File: src/rtl/pipe_pkg.sv
// rtl/pipe_pkg.sv - shared types and default widths for the decode/execute pipeline register
package pipe_pkg;

  localparam int DEF_XLEN    = 32;
  localparam int DEF_RADDR_W = 5;
  localparam int DEF_ALUOP_W = 4;

  typedef enum logic [1:0] {
    EMPTY = 2'd0,
    BUSY  = 2'd1,
    FULL  = 2'd2
  } pipe_state_t;

  typedef struct packed {
    logic [DEF_ALUOP_W-1:0] alu_op;
    logic [DEF_RADDR_W-1:0] rd;
    logic [DEF_XLEN-1:0]    op1;
    logic [DEF_XLEN-1:0]    op2;
    logic [DEF_XLEN-1:0]    imm;
    logic                   reg_wr_en;
    logic                   flag;
  } id_ex_payload_t;

endpackage

File: src/rtl/pipe_skid_buf.sv
// rtl/pipe_skid_buf.sv - generic two-slot skid buffer with flush; ready/valid decoded from state only
module pipe_skid_buf
  import pipe_pkg::*;
#(
  parameter int W = 8
) (
  input  logic         clk,
  input  logic         rst,
  input  logic         flush,
  input  logic         in_valid,
  output logic         in_ready,
  input  logic [W-1:0] in_data,
  output logic         out_valid,
  input  logic         out_ready,
  output logic [W-1:0] out_data
);

  pipe_state_t  state, state_nxt;
  logic [W-1:0] skid_data;
  logic         in_fire, out_fire;
  logic         load_main, load_skid, main_from_skid;

  assign in_ready  = (state != FULL);
  assign out_valid = (state != EMPTY);
  assign in_fire   = in_valid & in_ready;
  assign out_fire  = out_valid & out_ready;

  always_comb begin
    state_nxt      = state;
    load_main      = 1'b0;
    load_skid      = 1'b0;
    main_from_skid = 1'b0;
    if (flush) begin
      state_nxt = EMPTY;
    end else begin
      case (state)
        EMPTY: if (in_fire) begin
          load_main = 1'b1;
          state_nxt = BUSY;
        end
        BUSY: begin
          if (in_fire && out_fire) begin
            load_main = 1'b1;
          end else if (in_fire) begin
            load_skid = 1'b1;
            state_nxt = FULL;
          end else if (out_fire) begin
            state_nxt = EMPTY;
          end
        end
        FULL: if (out_fire) begin
          main_from_skid = 1'b1;
          state_nxt      = BUSY;
        end
        default: state_nxt = EMPTY;
      endcase
    end
  end

  always_ff @(posedge clk) begin
    if (rst) state <= EMPTY;
    else     state <= state_nxt;
  end

  // main only changes on a load, so it stays stable while stalled
  always_ff @(posedge clk) begin
    if (rst) begin
      out_data  <= '0;
      skid_data <= '0;
    end else begin
      if (load_main)           out_data <= in_data;
      else if (main_from_skid) out_data <= skid_data;
      if (load_skid)           skid_data <= in_data;
    end
  end

endmodule

File: src/rtl/id_ex_pipe_reg.sv
// rtl/id_ex_pipe_reg.sv - decode->execute pipeline register with skid buffer, flush and stall counter
module id_ex_pipe_reg
  import pipe_pkg::*;
#(
  parameter int XLEN        = DEF_XLEN,
  parameter int RADDR_W     = DEF_RADDR_W,
  parameter int ALUOP_W     = DEF_ALUOP_W,
  parameter int STALL_CNT_W = 16
) (
  input  logic                   clk,
  input  logic                   rst,
  input  logic                   flush,
  input  logic                   in_valid,
  output logic                   in_ready,
  input  logic [ALUOP_W-1:0]     in_alu_op,
  input  logic [RADDR_W-1:0]     in_rd,
  input  logic [XLEN-1:0]        in_op1,
  input  logic [XLEN-1:0]        in_op2,
  input  logic [XLEN-1:0]        in_imm,
  input  logic                   in_reg_wr_en,
  input  logic                   in_flag,
  output logic                   out_valid,
  input  logic                   out_ready,
  output logic [ALUOP_W-1:0]     out_alu_op,
  output logic [RADDR_W-1:0]     out_rd,
  output logic [XLEN-1:0]        out_op1,
  output logic [XLEN-1:0]        out_op2,
  output logic [XLEN-1:0]        out_imm,
  output logic                   out_reg_wr_en,
  output logic                   out_flag,
  output logic [STALL_CNT_W-1:0] stall_cnt
);

  // same layout as id_ex_payload_t, but sized by this instance's parameters
  typedef struct packed {
    logic [ALUOP_W-1:0] alu_op;
    logic [RADDR_W-1:0] rd;
    logic [XLEN-1:0]    op1;
    logic [XLEN-1:0]    op2;
    logic [XLEN-1:0]    imm;
    logic               reg_wr_en;
    logic               flag;
  } payload_t;

  localparam int W = $bits(payload_t);

  payload_t in_pl, out_pl;

  assign in_pl = {in_alu_op, in_rd, in_op1, in_op2, in_imm, in_reg_wr_en, in_flag};

  pipe_skid_buf #(.W(W)) u_buf (
    .clk       (clk),
    .rst       (rst),
    .flush     (flush),
    .in_valid  (in_valid),
    .in_ready  (in_ready),
    .in_data   (in_pl),
    .out_valid (out_valid),
    .out_ready (out_ready),
    .out_data  (out_pl)
  );

  assign out_alu_op    = out_pl.alu_op;
  assign out_rd        = out_pl.rd;
  assign out_op1       = out_pl.op1;
  assign out_op2       = out_pl.op2;
  assign out_imm       = out_pl.imm;
  assign out_flag      = out_pl.flag;
  assign out_reg_wr_en = out_pl.reg_wr_en & out_valid;

  always_ff @(posedge clk) begin
    if (rst) begin
      stall_cnt <= '0;
    end else if (out_valid && !out_ready && !flush && stall_cnt != {STALL_CNT_W{1'b1}}) begin
      stall_cnt <= stall_cnt + STALL_CNT_W'(1);
    end
  end

endmodule

File: config.mk
export PLATFORM = sky130hd
export DESIGN_NAME = id_ex_pipe_reg
export DESIGN_NICKNAME = d
export VERILOG_FILES = /design/src/rtl/pipe_pkg.sv /design/src/rtl/pipe_skid_buf.sv /design/src/rtl/id_ex_pipe_reg.sv
export SDC_FILE = /design/constraint.sdc
export NUM_CORES = 1
export LEC_CHECK = 0
export CORE_ASPECT_RATIO = 0.6
export CORE_MARGIN = 5
export CORE_UTILIZATION = 53
export CTS_BUF_LIST = sky130_fd_sc_hd__clkbuf_16
export CTS_CLUSTER_DIAMETER = 120
export DETAILED_ROUTE_END_ITERATION = 10
export PLACE_DENSITY_LB_ADDON = 0.25
export SYNTH_ARGS = -nofsm -noshare
export SYNTH_HDL_FRONTEND = slang
export SYNTH_SLANG_ARGS = --single-unit
File: constraint.sdc
create_clock -name clk -period 3.6 [get_ports clk]
set_input_delay 0.72 -clock clk [delete_from_list [all_inputs] [get_ports clk]]
set_output_delay 0.72 -clock clk [all_outputs]
set_load 0.05 [all_outputs]
After elaboration in Yosys (flattened, before gate mapping)
Cells that the tools add are included.
W data, S select, Z words.
{"block": "op_classes", "n_addsub": 1, "n_eq_ne": 8, "reduce_logical": 11, "n_mux": 18, "bitwise": 3}
{"op": "$mux W107", "n": 2}
{"op": "$add A16 B1 Y16 const B", "n": 1}
{"op": "$ne A16 B16 Y1 const B", "n": 1}
{"op": "$mux W2", "n": 5}
{"op": "$mux W1", "n": 9}
{"op": "$pmux W2 S3", "n": 1}
{"op": "$logic_and A1 B1 Y1", "n": 4}
{"op": "$ne A2 B1 Y1 const B", "n": 2}
{"op": "$ne A2 B2 Y1 const B", "n": 2}
{"op": "$reduce_and A4 Y1", "n": 1}
{"op": "$reduce_bool A2 Y1", "n": 2}
{"op": "$and A1 B1 Y1", "n": 3}
{"op": "$ne A3 B1 Y1 const B", "n": 1}
{"op": "$eq A2 B1 Y1 const B", "n": 1}
{"op": "$eq A2 B2 Y1 const B", "n": 1}
{"op": "$logic_not A1 Y1", "n": 2}
{"op": "$logic_not A2 Y1", "n": 1}
{"op": "$pmux W1 S2", "n": 1}
{"op": "$reduce_or A2 Y1", "n": 1}
{"block": "totals", "register_bits": 232, "input_bits": 112, "output_inout_bits": 125, "wordCells": 45}

Depth between registers and ports, before layout
{"block": "depth", "word_depth": 7, "ltp_mapped": 8, "ltp_nobuf": 5}

Modules after synthesis
A second synthesis with hierarchy kept.
{"block": "hier_totals", "cells_unflattened": 1214, "area_unflattened_um2": 10495.1}
{"mod": "pipe_skid_buf", "cells_each": 1115, "instances": 1, "seq_area_each_um2": 4324.1, "area_per_inst_um2": 9659.3}
{"mod": "id_ex_pipe_reg", "cells_each": 99, "instances": 1, "seq_area_each_um2": 320.3, "area_per_inst_um2": 835.8}

Worst setup path before layout
OpenSTA, ideal clock, no wires.
{"block": "synth_timing", "path_type": "reg-to-reg", "start": "register stall_cnt[1]", "end": "register stall_cnt[1]", "t_arrival_ns": 2.041, "synth_period_minus_slack_ns": 2.156, "slack_ns": 1.444, "setup_time_ns": 0.115, "required_ns": 3.485, "path_stages_with_launch": 7, "path_buffers": 1, "cell_sequence": "dfxtp_1 ha_1 nand3_1 nor4b_2 buf_4 nor3b_1 o21ba_2"}
{"block": "synth_between", "elab_chain_cells": 2, "elab_cells_between_ends": 3, "classes_between": "add/sub: 1; eq/ne: 1; reduce/logical: 1"}
{"element": "start, declared", "line": "id_ex_pipe_reg.sv:31", "text": "output logic [STALL_CNT_W-1:0] stall_cnt"}
{"element": "start signal, assigned", "line": "id_ex_pipe_reg.sv:75", "text": "stall_cnt <= stall_cnt + STALL_CNT_W'(1);"}
{"element": "branches (longest 2 deep; another with $add A16 B1 Y16)"}
Several ways; the timed one is not identified.
A chain may end at the register's enable or synchronous reset.

Final worst setup path
{"block": "layout_timing", "start": "register u_buf.state[1]", "end": "output port out_reg_wr_en"}
{"block": "layout_between", "elab_chain_cells": 2}
{"element": "start, declared", "line": "pipe_skid_buf.sv:18", "text": "pipe_state_t state, state_nxt;"}
{"element": "start signal, assigned", "line": "pipe_skid_buf.sv:62", "text": "else state <= state_nxt;"}
{"element": "$reduce_bool A2 Y1", "line": "pipe_skid_buf.sv:24", "text": "assign out_valid = (state != EMPTY);"}
{"element": "$and A1 B1 Y1", "line": "id_ex_pipe_reg.sv:69", "text": "assign out_reg_wr_en = out_pl.reg_wr_en & out_valid;"}
{"element": "end, declared", "line": "id_ex_pipe_reg.sv:29", "text": "output logic out_reg_wr_en,"}
No other way between the ends.

==> flow_summary_export.csv <==
group,metric,value,unit
power_and_ir_drop,p_leak,3.90,nW
floorplanning,core_area,17900,µm²
setup_path,crit_chain,"or2_1 > and2_1 > clkdlybuf4s50_1",
sta,finalSetupViolations,0,
power_and_ir_drop,combPwrFrac,12.3,%
place,place_inst,1461,
grt,grt_pass1_vias,7823,
clock_tree,cts_buffers,21,
floorplanning,dieArea,20900,µm²
grt,grt_pass1_wl,39.7,mm
finish,nets,1357,
power_and_ir_drop,clkPwrFrac,39.8,%
synth,netlist_area,9540,µm²
floorplanning,start_util,53.4,%
route,dr_total_vias,8268,
clock_tree,clockRootBuffer,"clkbuf_16",
synth,yosysSeqAreaShare,48.7,%
setup_path,crit_arrival,2.27,ns
flow_run,maxCapViolations,0,
place,hpwlAfterDp,15.5,mm
synth,syn_avg_cell_area,8.21,µm²
floorplanning,die_y,114,µm
finish,antenna_cells,0,
power_and_ir_drop,seq_power_share,47.9,%
setup_path,critical_path_required,2.88,ns
clock_tree,clk_pin_slew,0.07,ns
setup_path,start_kind,"register",
power_and_ir_drop,p_per_area,470,nW/µm²
clock_tree,insertion_delay,0.49,ns
floorplanning,row_count,38,
finish,area_delta_synth_final,24.6,%
power_and_ir_drop,p_int,4.18,mW
finish,fin_cells,1498,
power_and_ir_drop,power.total,5.59,mW
sta,timing.final.crit_period,2.99,ns
clock_tree,post_cts_buffers,0,
sta,max_slew_margin,43.1,%
synth,yosys_register_bits,232,
route,wl_per_cell,16.6,µm
route,dr.first_iter.drc_count,790,
sta,finalHoldViolCount,0,
sta,grt_setup_unrepaired,"no",
sta,finalSetupTns,0,ns
finish,n_fill_cell,1470,
grt,grt_max_degree,108,
route,drc,0,
route,vias_per_cell,5.52,
place,portBuffers,236,
route,firstDrtPassIters,5,
clock_tree,cts_hold_repair.buffers,0,
worst_hold_path,hold_path_class,"register to register",
sta,finalClockSkew,0.0113,ns
outcome,status,"complete, no violations",
clock_tree,cts_resized,0,
synth,yosysWarnings,0,
sta,worst_pin_slew,0.854,ns
power_and_ir_drop,switching_power,1.41,mW
route,wirelength,24.9,mm
clock_tree,htree_levels,1,
grt,antenna_found_initial,1,
synth,syn_nets,1276,
clock_tree,cts_tree,"done",
floorplanning,io_pins,237,
synth,syn_inst,1163,
setup_path,end_kind,"output pin",
power_and_ir_drop,p_sw_share,25.3,%
sta,clock.fmax,334,MHz
finish,drive_above_1_share,4.29,%
setup_path,cp_max_fo,8,
setup_path,cp_slowest_cell,"clkdlybuf4s50_1",
clock_tree,cts.path.max_buffers,3,
synth,synth_cell_type_count,36,
floorplanning,die_x,183,µm
clock_tree,cts_sinks,232,
grt,grt-ovfl-total,0,
route,ant_nets,0,
grt,grt_usage,22.6,%
sta,slew_viol_final,0,
place,gp_congestion,0.790,
power_and_ir_drop,ir_worst_vdd,0.000291,V
setup_path,cpPeakStageDelay,0.80,ns
setup_path,crit_type,"register to output pin",
sta,finalCritPeriodShare,83.2,%
==> sequential cells by signal, indices dropped and copies added, names as in the netlist <==
register,count
u_buf.skid_data,107
stall_cnt,16
u_buf.out_data,107
u_buf.state,2
==> through the flow <==
| stage | utilization, % | setup slack (ns) | instance area [µm²] | hold WS [ns] |
|---|---|---|---|---|
| after floorplan | - | 1.44 | 9540 | 0.432 |
| after global placement | 62.7 | 0.795 | 11200 | 0.441 |
| after detailed placement | 62.7 | 0.708 | 11200 | 0.446 |
| after CTS | 66.5 | 0.596 | 11900 | 0.455 |
| after global routing | 66.5 | 0.523 | 11900 | 0.469 |
| final | 66.5 | 0.605 | 11900 | 0.453 |
==> cells in the mapped netlist (all sizes together) <==
| cell | count | area, µm² |
|---|---|---|
| a31oi | 1 | 6.26 |
| nand4 | 7 | 43.8 |
| or3 | 3 | 18.8 |
| a21oi | 226 | 1140 |
| o21ba | 1 | 10.0 |
| mux2i | 1 | 10.0 |
| and4 | 2 | 17.5 |
| nor4 | 4 | 25.0 |
| o21ai | 2 | 10.0 |
| nand3 | 4 | 25.0 |
| dfxtp | 232 | 4640 |
| or4 | 7 | 52.6 |
| nand2 | 330 | 1240 |
| or2 | 2 | 12.5 |
| and2 | 1 | 6.26 |
| o22a | 1 | 8.76 |
| nand2b | 4 | 25.0 |
| a2111oi | 1 | 8.76 |
| nor2 | 7 | 28.8 |
| mux2 | 4 | 45.0 |
| o21a | 1 | 7.51 |
| clkbuf | 56 | 210 |
| nor4b | 1 | 15.0 |
| ha | 1 | 12.5 |
| nor3 | 5 | 35.0 |
| o31ai | 8 | 60.1 |
| nor2b | 6 | 37.5 |
| a22oi | 107 | 803 |
| nor3b | 2 | 15.0 |
| buf | 135 | 956 |
| and4bb | 1 | 12.5 |
==> per-layer routing <==
| layer | vias up | track usage, % | wire, µm |
|---|---|---|---|
| met2 | 295 | 35.3 | 11000 |
| met1 | 3890 | 32.4 | 11500 |
| met5 | - | 0 | 13 |
| met3 | 36 | 4.84 | 1830 |
| li1 | 4045 | - | - |
| met4 | 2 | 4.91 | 508 |
==> final timing paths <==
check | start | to | slack [ns] | cells past startpoint
setup / recovery | u_buf.state[1]$_SDFFE_PP0P_ | out_reg_wr_en | 0.61 | 3
hold / removal | u_buf.out_data[42]$_SDFFE_PP0P_ | u_buf.out_data[42]$_SDFFE_PP0P_ | 0.45 | 2
hold reg to reg | u_buf.out_data[42]$_SDFFE_PP0P_ | u_buf.out_data[42]$_SDFFE_PP0P_ | 0.45 | 2
setup reg to reg | stall_cnt[0]$_SDFFE_PP0P_ | stall_cnt[14]$_SDFFE_PP0P_ | 1.61 | 5
==> final cells by class <==
cell class	count	area, µm²	share of cell area (%)
timing repair buffer	249	2510	21.1
clock buffer	21	526	4.42
clock inverter	16	149	1.25
multi-input combinational	740	3760	31.6
tap	240	300	2.53
sequential	232	4640	39.1
==> critical path, delay by kind of cell, from the launching register on <==
| family | cells | cell delay [ns] |
|---|---|---|
| buffers and inverters | 1 | 0.80 |
| and+or+nand+nor | 2 | 0.53 |
| DFF | 1 | 0.45 |
==> placed cells by master, fill, tap and decap left out, types with 2 or more instances in the layout <==
master / n
or4_1: 7
nor3b_1: 2
clkinv_1: 8
nand4_1: 7
nor3_1: 3
nand2_1: 329
a21oi_1: 225
bufinv_16: 3
nor2_1: 6
dfxtp_1: 232
buf_4: 9
nor2b_1: 6
clkbuf_16: 21
o31ai_1: 8
a22oi_1: 107
or2_1: 2
clkdlybuf4s50_1: 235
or3_1: 3
buf_12: 4
nand2b_1: 4
and4_1: 2
mux2_2: 4
nor3_4: 2
nand3_1: 3
inv_1: 2
o21ai_0: 2
nor4_1: 4
==> kinds of logic (layout without fill, tap and decap cells) <==
family	count (synthesis)	in the layout	synth area share, %
and+or+nand+nor	386	386	16.9
AOI/OAI and AO/OA	348	348	21.6
DFF	232	232	48.7
buffers and inverters	191	286	12.2
muxes	5	5	0.577
adders and majority gates	1	1	0.131
==> power by group through the flow <==
stage | sequential [mW] | clock, mW | combinational, mW
finish | 2.68 | 2.23 | 0.689
floorplan | 2.72 | 0 | 0.460
CTS | 2.68 | 2.27 | 0.690
global placement | 2.73 | 0 | 0.682
global route | 2.68 | 2.38 | 0.729
detailed placement | 2.73 | 0 | 0.688
Power figures use the tool's default switching activity.
